<file path="src/rtl/loop_bank_ctrl.sv">
// Bank controller for the looper: maps four front-panel buttons onto per-bank
// record/play/stop/delete state, quantises starts to the loop wrap and queues deletes.
module loop_bank_ctrl #(
  parameter int NBANKS      = 16,
  parameter int BANK_W      = 4,
  parameter int ADDR_W      = 22,
  parameter int HOLD_CYCLES = 150000000,
  parameter int CNT_W       = 28,
  parameter int QUANTIZE    = 1
) (
  input  logic              clk100,
  input  logic              rst,
  input  logic              btn_back,
  input  logic              btn_stop,
  input  logic              btn_play,
  input  logic              btn_next,
  input  logic [ADDR_W-1:0] current_address,
  input  logic              delete_clear,
  output logic [BANK_W-1:0] bank,
  output logic [NBANKS-1:0] playing,
  output logic [NBANKS-1:0] recording,
  output logic [NBANKS-1:0] active,
  output logic [NBANKS-1:0] pending,
  output logic              delete,
  output logic [BANK_W-1:0] delete_bank,
  output logic              set_max,
  output logic              reset_max
);

  localparam logic [CNT_W-1:0]  HOLD = CNT_W'(HOLD_CYCLES);
  localparam logic [BANK_W-1:0] LAST = BANK_W'(NBANKS - 1);

  logic              loop_set;
  logic [NBANKS-1:0] delete_pend;
  logic [NBANKS-1:0] pend_rec;
  logic [CNT_W-1:0]  hold_cnt;
  logic              prev_back, prev_stop, prev_play, prev_next;
  logic [ADDR_W-1:0] prev_addr;

  logic [BANK_W-1:0] n_bank, n_delete_bank, low_idx;
  logic [NBANKS-1:0] n_playing, n_recording, n_active, n_pending, n_pend_rec, n_delete_pend;
  logic [NBANKS-1:0] sel_oh, low_oh, del_req;
  logic [CNT_W-1:0]  n_hold;
  logic              n_delete, n_set_max, n_reset_max, n_loop_set;
  logic              wrap, stop_press, play_press, back_press, next_press;
  logic              rec_taken, sel_rec, sel_act, sel_play, any_rec, quant, start_rec;

  assign stop_press = btn_stop & ~prev_stop;
  assign play_press = btn_play & ~prev_play;
  assign back_press = btn_back & ~prev_back;
  assign next_press = btn_next & ~prev_next;
  assign wrap       = loop_set && (current_address == '0) && (prev_addr != '0);

  // Next-state: scheduler, then wrap, then the single serviced press against post-wrap state
  always_comb begin
    n_bank        = bank;
    n_playing     = playing;
    n_recording   = recording;
    n_active      = active;
    n_pending     = pending;
    n_pend_rec    = pend_rec;
    n_delete      = delete;
    n_delete_bank = delete_bank;
    n_delete_pend = delete_pend;
    n_loop_set    = loop_set;
    n_hold        = hold_cnt;
    n_set_max     = 1'b0;
    n_reset_max   = 1'b0;
    del_req       = '0;
    rec_taken     = 1'b0;
    start_rec     = 1'b0;
    sel_oh        = '0;
    low_oh        = '0;
    low_idx       = '0;

    for (int i = 0; i < NBANKS; i++) begin
      sel_oh[i] = (bank == BANK_W'(i));
    end
    for (int i = NBANKS - 1; i >= 0; i--) begin
      if (delete_pend[i]) begin
        low_idx   = BANK_W'(i);
        low_oh    = '0;
        low_oh[i] = 1'b1;
      end
    end

    if (delete) begin
      if (delete_clear) n_delete = 1'b0;
    end else if (delete_pend != '0) begin
      n_delete      = 1'b1;
      n_delete_bank = low_idx;
      n_delete_pend = delete_pend & ~low_oh;
    end

    // Only the lowest-index pending record start wins; a second recorder would break the one-hot rule
    if (wrap) begin
      rec_taken = |recording;
      for (int i = 0; i < NBANKS; i++) begin
        if (pending[i]) begin
          if (pend_rec[i]) begin
            if (!rec_taken) begin
              n_recording[i] = 1'b1;
              n_playing[i]   = 1'b0;
              rec_taken      = 1'b1;
            end
          end else begin
            n_playing[i] = 1'b1;
          end
        end
      end
      n_pending  = '0;
      n_pend_rec = '0;
    end

    sel_rec = |(n_recording & sel_oh);
    sel_act = |(n_active & sel_oh);
    sel_play = |(n_playing & sel_oh);
    any_rec = |n_recording;
    quant   = (QUANTIZE != 0) && loop_set;

    if (!btn_stop) begin
      n_hold = '0;
    end else if (!stop_press && hold_cnt != HOLD) begin
      n_hold = hold_cnt + CNT_W'(1);
      if (hold_cnt + CNT_W'(1) == HOLD) del_req = sel_oh;
    end

    if (stop_press) begin
      if (sel_rec) begin
        del_req = sel_oh;
        n_hold  = HOLD;
      end else begin
        n_playing  = n_playing & ~sel_oh;
        n_pending  = n_pending & ~sel_oh;
        n_pend_rec = n_pend_rec & ~sel_oh;
        n_hold     = CNT_W'(1);
        if (HOLD == CNT_W'(1)) del_req = sel_oh;
      end
    end else if (play_press) begin
      if (sel_rec) begin
        n_recording = n_recording & ~sel_oh;
        n_active    = n_active | sel_oh;
        n_playing   = n_playing | sel_oh;
        // First loop defines the length; anything not recorded against it is stale
        if (!loop_set) begin
          n_set_max     = 1'b1;
          n_loop_set    = 1'b1;
          n_delete_pend = n_delete_pend | (~active & ~sel_oh);
        end
      end else if (!any_rec) begin
        start_rec = !sel_act || sel_play;
        if (quant) begin
          n_pending  = n_pending | sel_oh;
          n_pend_rec = start_rec ? (n_pend_rec | sel_oh) : (n_pend_rec & ~sel_oh);
        end else if (start_rec) begin
          n_recording = n_recording | sel_oh;
          n_playing   = n_playing & ~sel_oh;
        end else begin
          n_playing = n_playing | sel_oh;
        end
      end
    end else if (back_press) begin
      if (!btn_stop && !any_rec) n_bank = (bank == '0) ? LAST : bank - BANK_W'(1);
    end else if (next_press) begin
      if (!btn_stop && !any_rec) n_bank = (bank == LAST) ? '0 : bank + BANK_W'(1);
    end

    if (del_req != '0) begin
      n_active      = n_active & ~del_req;
      n_playing     = n_playing & ~del_req;
      n_recording   = n_recording & ~del_req;
      n_pending     = n_pending & ~del_req;
      n_pend_rec    = n_pend_rec & ~del_req;
      n_delete_pend = n_delete_pend | del_req;
      if (n_active == '0 && n_recording == '0 && n_loop_set) begin
        n_reset_max = 1'b1;
        n_loop_set  = 1'b0;
      end
    end
  end

  always_ff @(posedge clk100 or posedge rst) begin
    if (rst) begin
      bank        <= '0;
      playing     <= '0;
      recording   <= '0;
      active      <= '0;
      pending     <= '0;
      pend_rec    <= '0;
      delete      <= 1'b0;
      delete_bank <= '0;
      delete_pend <= '0;
      set_max     <= 1'b0;
      reset_max   <= 1'b1;
      loop_set    <= 1'b0;
      hold_cnt    <= '0;
      prev_back   <= 1'b0;
      prev_stop   <= 1'b0;
      prev_play   <= 1'b0;
      prev_next   <= 1'b0;
      prev_addr   <= '0;
    end else begin
      bank        <= n_bank;
      playing     <= n_playing;
      recording   <= n_recording;
      active      <= n_active;
      pending     <= n_pending;
      pend_rec    <= n_pend_rec;
      delete      <= n_delete;
      delete_bank <= n_delete_bank;
      delete_pend <= n_delete_pend;
      set_max     <= n_set_max;
      reset_max   <= n_reset_max;
      loop_set    <= n_loop_set;
      hold_cnt    <= n_hold;
      prev_back   <= btn_back;
      prev_stop   <= btn_stop;
      prev_play   <= btn_play;
      prev_next   <= btn_next;
      prev_addr   <= current_address;
    end
  end

endmodule

</file>
<file path="config.mk">
export PLATFORM = sky130hd
export DESIGN_NAME = loop_bank_ctrl
export DESIGN_NICKNAME = d
export VERILOG_FILES = /design/src/rtl/loop_bank_ctrl.sv
export SDC_FILE = /design/constraint.sdc
export NUM_CORES = 1
export LEC_CHECK = 0
export CAP_MARGIN = 15
export CORE_UTILIZATION = 53
export CTS_BUF_LIST = sky130_fd_sc_hd__clkbuf_2 sky130_fd_sc_hd__clkbuf_4 sky130_fd_sc_hd__clkbuf_8
export CTS_CLUSTER_DIAMETER = 100
export DETAILED_ROUTE_END_ITERATION = 16
export PLACE_DENSITY = 0.9
export SETUP_SLACK_MARGIN = 0.3
export SYNTH_ARGS = -nofsm -noshare
export SYNTH_HDL_FRONTEND = slang
export SYNTH_SLANG_ARGS = --single-unit
</file>
<file path="constraint.sdc">
create_clock -name clk100 -period 6.08 [get_ports clk100]
set_input_delay 1.52 -clock clk100 [delete_from_list [all_inputs] [get_ports clk100]]
set_output_delay 1.52 -clock clk100 [all_outputs]
set_load 0.02 [all_outputs]
</file>
==> impl_metrics.csv, run 1 <==
group,metric,value,unit
power,p_leak,0.00428,uW
placed_design,io_buffers,103,
logic_synthesis,synthArstFlopShare,100,%
route,drc,0,
grt,overflow,0,
power,p_per_area,372,nW/um2
grt,grt_pass1_vias,9432,
cts,clock_path_buffers,2,
logic_synthesis,synthFlopType,"dfrtp_1",
cts,cts_buffers,17,
layout,area.growth.synth_to_final,17.0,%
floorplanning,die_y,136,um
timing,skew,0.0191,ns
timing,hold_viol,0,
floorplanning,io_pins,104,
timing,fin_crit_sh,80.8,%
hold_path,worst_hold_path_type,"reg -> reg",
placed_design,pre_cts_ws,0.745,ns
hold_path,min_path_cells,2,
cts,clock-sinks,162,
worst_setup_path,r2r_cells,13,
run,max-cap-violations,0,
logic_synthesis,synth_top_area_share,42.4,%
logic_synthesis,syn_area_per_cell,8.74,um2
layout,layout.nets,1194,
logic_synthesis,synth-warning-count,0,
cts,cts_resized,0,
route,drt_iter0_drc,1395,
logic_synthesis,synth_top_cell_by_area,"dfrtp_1",
floorplanning,die_x,136,um
worst_setup_path,critical_path_class,"in -> reg",
layout,final-instance-count-excl-fill,1397,
timing,slew-limit-headroom,29.2,%
timing,fmax,204,MHz
grt,grt_use_total,37.6,%
floorplanning,placementRows,48,
timing,post-route-min-period,4.91,ns
worst_setup_path,crit_required,6.50,ns
timing,slew_violations,0,
timing,tns,0,ns
logic_synthesis,synth_cell_types,89,
placed_design,placed_cells,1364,
route,routed_wl,33.4,mm
route,avgViaCountPerCell,6.98,
grt,grt_max_degree,86,
timing,final.setup.worst_slack,1.17,ns
logic_synthesis,synth_nets,1122,
logic_synthesis,synthTopCellsByArea,"dfrtp_1 (42%), o21ai_0 (4.7%), nor2_1 (4.3%), a21oi_1 (4.2%), nand2_1 (3.1%)",
timing,setup_viol,0,
worst_setup_path,cp-start-kind,"input pin",
logic_synthesis,synth_edf_count,0,
worst_setup_path,cp-end-kind,"flip-flop",
cts,htreeDepth,4,
placed_design,dp_hpwl,23.7,mm
cts,root_buffer,"clkbuf_8",
logic_synthesis,syn_inst,1086,
floorplanning,dieArea,18500,um2
timing,hold_ws,0.499,ns
outcome,status,"completed",
logic_synthesis,ys_top_cells_by_count,"dfrtp_1 (161), nor2_1 (109), o21ai_0 (90), a21oi_1 (79), nand2_1 (79)",
route,avgRoutedWirePerCell,23.9,um
route,vias,9758,
route,drt-pass1-iter-count,7,
layout,drive_gt1_share,6.92,%
grt,antenna_found_initial,0,
logic_synthesis,netlist_area,9490,um2
cts,post_cts_buffers,0,
grt,grt_pass1_wl,52.4,mm
power,peakVddDrop,339,uV
cts,cts_tree,"yes",
cts,ctsHoldBuffers,0,
cts,cts.clk_slew.worst_paths,0.10,ns
route,postRouteAntennaNets,0,
worst_setup_path,crit_arrival,5.33,ns
logic_synthesis,yosysMostFrequentCell,"dfrtp_1",
floorplanning,core_area,17400,um2
cts,clock_latency,0.49,ns
layout,final_util,63.8,%
timing,worst_pin_slew,1.04,ns
timing,rsz0062_at_grt,"no",
logic_synthesis,ys_seq_area_share,42.7,%
worst_setup_path,worstPathMaxFanout,18,
logic_synthesis,synth-seq-cells,162,
floorplanning,start_util,54.5,%
placed_design,globalplace.congestion,1.03,
[cell families after synthesis]
kind of cell	Yosys count	synth area share, %
AND/OR/NAND/NOR	419	23.2
flip-flops	162	42.7
multiplexers	9	0.975
AO/OA/AOI/OAI	362	25.4
XOR/XNOR	26	2.40
adder cells (fa/ha/maj)	7	0.922
buffers and inverters	101	4.38
[layout by cell type (no fill, tap or decap), drive strengths merged, types with 6 or more instances in the layout]
| cell type | instances |
|---|---|
| o211ai | 35 |
| clkinv | 6 |
| nand3b | 8 |
| nand4 | 27 |
| nor3b | 7 |
| o31ai | 14 |
| ha | 7 |
| a31oi | 15 |
| or3 | 8 |
| a21oi | 80 |
| nor4 | 30 |
| clkdlybuf4s50 | 103 |
| nor2 | 109 |
| nor2b | 11 |
| o22ai | 10 |
| nand3 | 43 |
| and3 | 17 |
| dfrtp | 161 |
| nor3 | 21 |
| and4 | 9 |
| a22oi | 19 |
| o31a | 8 |
| xor2 | 13 |
| inv | 37 |
| mux2i | 7 |
| clkbuf | 17 |
| a222oi | 7 |
| xnor2 | 13 |
| nand2b | 15 |
| and2 | 11 |
| nand2 | 80 |
| o2111ai | 6 |
| buf | 20 |
| o21ai | 97 |
[layout make-up]
type	instances	area, um2
clock inverters	15	186
fillers	1475	6310
multi-input cells	823	5030
clock buffers	17	234
well taps	225	282
repair buffers	123	1190
flip-flops and latches	162	4060
inverters	31	120
diodes	1	2.50
[per-stage QoR]
step                power [uW]  instance area (um2)
global route              4340                11100
floorplan                 2600                 9500
detailed placement        3230                10700
finish                    4130                11100
global placement          3190                10700
CTS                       4070                11100
[sequential cells by signal, summed over array words and instances, names as in the netlist, 4 cells and up]
name	count
hold_cnt	28
prev_addr	22
active	16
delete_pend	16
pend_rec	16
pending	16
playing	16
recording	16
bank	4
delete_bank	4
[final timing paths]
| kind | from | slack, ns | end |
|---|---|---|---|
| setup / recovery | current_address[16] | 1.17 | reset_max$_DFF_PP1_ |
| hold reg to reg | delete_bank[3]$_DFFE_PP0P_ | 0.50 | delete_bank[3]$_DFFE_PP0P_ |
| min in group asynchronous | rst | 1.48 | prev_addr[12]$_DFF_PP0_ |
| hold / removal | delete_bank[3]$_DFFE_PP0P_ | 0.50 | delete_bank[3]$_DFFE_PP0P_ |
| max in group asynchronous | rst | 3.57 | pending[5]$_DFF_PP0_ |
| setup reg to reg | bank[0]$_DFFE_PP0P_ | 1.39 | reset_max$_DFF_PP1_ |
[critical path, cell delays in order]
cell and delay [ns]:
clkdlybuf4s50_1 0.43, nor4_1 0.32, nand4_1 0.23, a211o_1 0.53, nor4_1 0.46, nor2_1 0.10, a2111o_1 0.49, or2_1 0.30
nand4_2 0.21, o22ai_1 0.14, nor3_1 0.34, and4b_1 0.26
[power by group]
group	internal, uW	switching [uW]	leakage (uW)
clock network	320	517	0.000204
registers	1250	300	0.00213
logic	662	1080	0.00195
[layer usage]
layer	track usage, %	up-vias	share of wire, %
met5	0	-	0
met4	24.7	0	6.2
met3	9.32	174	11
met2	57.0	688	45
met1	47.6	4646	38
li1	-	4250	-
Power figures use the tool's default switching activity.
==> run 2: changes to the inputs <==
Settings changed: CORE_UTILIZATION 53 to 55, PLACE_DENSITY 0.9 to 0.89.
Clock period 6.08 ns to 4.6 ns, I/O delays scaled along.
==> run 2 against run 1 <==
Against the previous run: final area increased by 4.0%; utilization increased by 5.4 points; largest power group unchanged; combinational power increased by 43%; flip-flop and latch count unchanged; wire length increased by 8.4%; global-route usage increased by 4.2 points; register-to-register slack got worse by 0.85 ns; worst setup slack got worse by 0.73 ns; die area decreased by 3.6%; final cell count increased by 2.6%.
==> impl_metrics.csv, run 2 (synthesized netlist as in run 1, its figures left out) <==
group,metric,value,unit
hold_path,min-delay-start,"delete_bank[0]$_DFFE_PP0P_",
layout,drive_gt1_share,11.0,%
timing,fin_crit_sh,90.5,%
worst_setup_path,reg2reg_from,"bank[1]$_DFFE_PP0P_",
worst_setup_path,cp-end-kind,"flip-flop",
grt,overflow,0,
run,max-cap-violations,0,
timing,slew-limit-headroom,30.5,%
timing,slew_violations,0,
route,avgRoutedWirePerCell,25.2,um
cts,clock_path_buffers,2,
timing,rsz0062_at_grt,"yes",
layout,top_regs,"hold_cnt x28, prev_addr x22",
placed_design,place_area,11100,um2
cts,cts_resized,0,
floorplanning,die_x,133,um
power,p_leak,0.00454,uW
worst_setup_path,crit_required,5.02,ns
power,peakVddDrop,478,uV
worst_setup_path,r2r_cells,14,
cts,clock-sinks,162,
route,vias,10063,
placed_design,globalplace.congestion,1.04,
hold_path,worst_hold_path_type,"reg -> reg",
floorplanning,start_util,56.8,%
worst_setup_path,critical_path_class,"in -> reg",
floorplanning,placementRows,47,
placed_design,dp_hpwl,26.2,mm
layout,final_common_cell,"dfrtp_1",
placed_design,placed_cells,1403,
timing,post-route-min-period,4.17,ns
power,p_per_area,490,nW/um2
grt,grt_pass1_vias,9793,
cts,cts_tree,"yes",
route,avgViaCountPerCell,7.02,
layout,final-instance-count-excl-fill,1434,
route,drc,0,
timing,hold_viol,0,
floorplanning,die_y,133,um
power,p_total,5660,uW
route,drt-pass1-iter-count,6,
floorplanning,dieArea,17800,um2
worst_setup_path,crit_start,"current_address[16]",
grt,antenna_found_initial,0,
timing,skew,0.0136,ns
cts,root_buffer,"clkbuf_8",
cts,ctsHoldBuffers,0,
hold_path,min_path_cells,2,
layout,final_cell_mix,"dfrtp_1 (161), nor2_1 (109), clkdlybuf4s50_1 (102)",
layout,largest_reg_flops,28,
power,p_switching,2470,uW
route,drt_iter0_drc,1380,
grt,grt_pass1_wl,56.5,mm
worst_setup_path,worstPathMaxFanout,22,
cts,post_cts_buffers,0,
cts,cts.clk_slew.worst_paths,0.09,ns
power,clkPwrFrac,19.8,%
grt,grt_max_degree,68,
timing,worst_pin_slew,1.04,ns
layout,final_util,69.1,%
layout,antenna_cells,0,
power,combinationalPowerShare,44.0,%
route,routed_wl,36.2,mm
route,postRouteAntennaNets,0,
layout,top_register,"hold_cnt",
worst_setup_path,crit_arrival,4.59,ns
power,seqPwrFrac,36.2,%
power,swShare,43.6,%
placed_design,io_buffers,103,
worst_setup_path,r2r-end,"reset_max$_DFF_PP1_",
cts,clock_latency,0.48,ns
layout,stdcell_area,11500,um2
layout,area.growth.synth_to_final,21.6,%
timing,setup_viol,0,
worst_setup_path,r2r_slack,0.54,ns
floorplanning,io_pins,104,
timing,fmax,240,MHz
power,p_int,3190,uW
worst_setup_path,cp-start-kind,"input pin",
outcome,status,"completed",
cts,htreeDepth,4,
cts,cts_buffers,17,
floorplanning,core_area,16700,um2
layout,layout.nets,1238,
hold_path,min_to,"delete_bank[0]$_DFFE_PP0P_",
grt,grt_use_total,41.8,%
[run 2: changes by cell type in the layout (fill, tap and decap cells not counted), sizes merged]
cell	previous run	this run
clkinv	6	4
diode	1	0
clkdlybuf4s50	103	102
clkinvlp	3	2
bufinv	0	2
dlymetal6s2s	0	1
inv	37	32
clkbuf	17	22
buf	20	64
[run 2: power groups by stage]
| stage | combinational [uW] | clock [uW] | sequential [uW] |
|---|---|---|---|
| 3_3_place_gp | 2360 | 0 | 2040 |
| 2_1_floorplan | 1370 | 0 | 2060 |
| 6_report | 2490 | 1120 | 2050 |
| 5_1_grt | 2680 | 1180 | 2070 |
| 4_1_cts | 2410 | 1130 | 2020 |
| 3_5_place_dp | 2400 | 0 | 2040 |
[run 2: worst max path at each step]
stage	cells after the start	end
after floorplan	12	reset_max$_DFF_PP1_
after global placement	12	reset_max$_DFF_PP1_
after detailed placement	12	reset_max$_DFF_PP1_
after CTS	15	reset_max$_DFF_PP1_
after global routing	15	reset_max$_DFF_PP1_
final	15	reset_max$_DFF_PP1_
[run 2: layout make-up]
class | count | area [um2]
clock inverters | 9 | 120
clock buffers | 22 | 297
fillers | 1364 | 5160
flip-flops and latches | 162 | 4060
well taps | 220 | 275
inverters | 31 | 120
repair buffers | 167 | 1580
multi-input cells | 823 | 5090
[run 2: per-layer routing]
metal | vias to the layer above | GRT usage, % | routed length, um
li1 | 4321 | - | -
met1 | 4865 | 53.0 | 13500
met2 | 719 | 66.1 | 16400
met3 | 158 | 11.5 | 4270
met4 | 0 | 20.3 | 2040
met5 | - | 0 | 0
[run 2: critical path: stages]
cell,delay [ns]
clkdlybuf4s50_1,0.42
nor4_1,0.32
nand4_1,0.22
a211o_4,0.38
buf_4,0.17
o31ai_1,0.28
o21ba_1,0.20
or3b_1,0.22
buf_4,0.15
o22ai_4,0.11
buf_6,0.23
nor2_1,0.14
a21oi_1,0.08
nor4_2,0.28
and4b_1,0.23
[run 2: stage by stage]
stage                     hold slack [ns]  worst slack (ns)  setup TNS [ns]
after global placement              0.462            0.0171               0
after detailed placement            0.471           -0.0440         -0.0542
after floorplan                     0.495             0.716               0
after CTS                           0.492             0.449               0
final                               0.485             0.435               0
after global routing                0.520             0.269               0
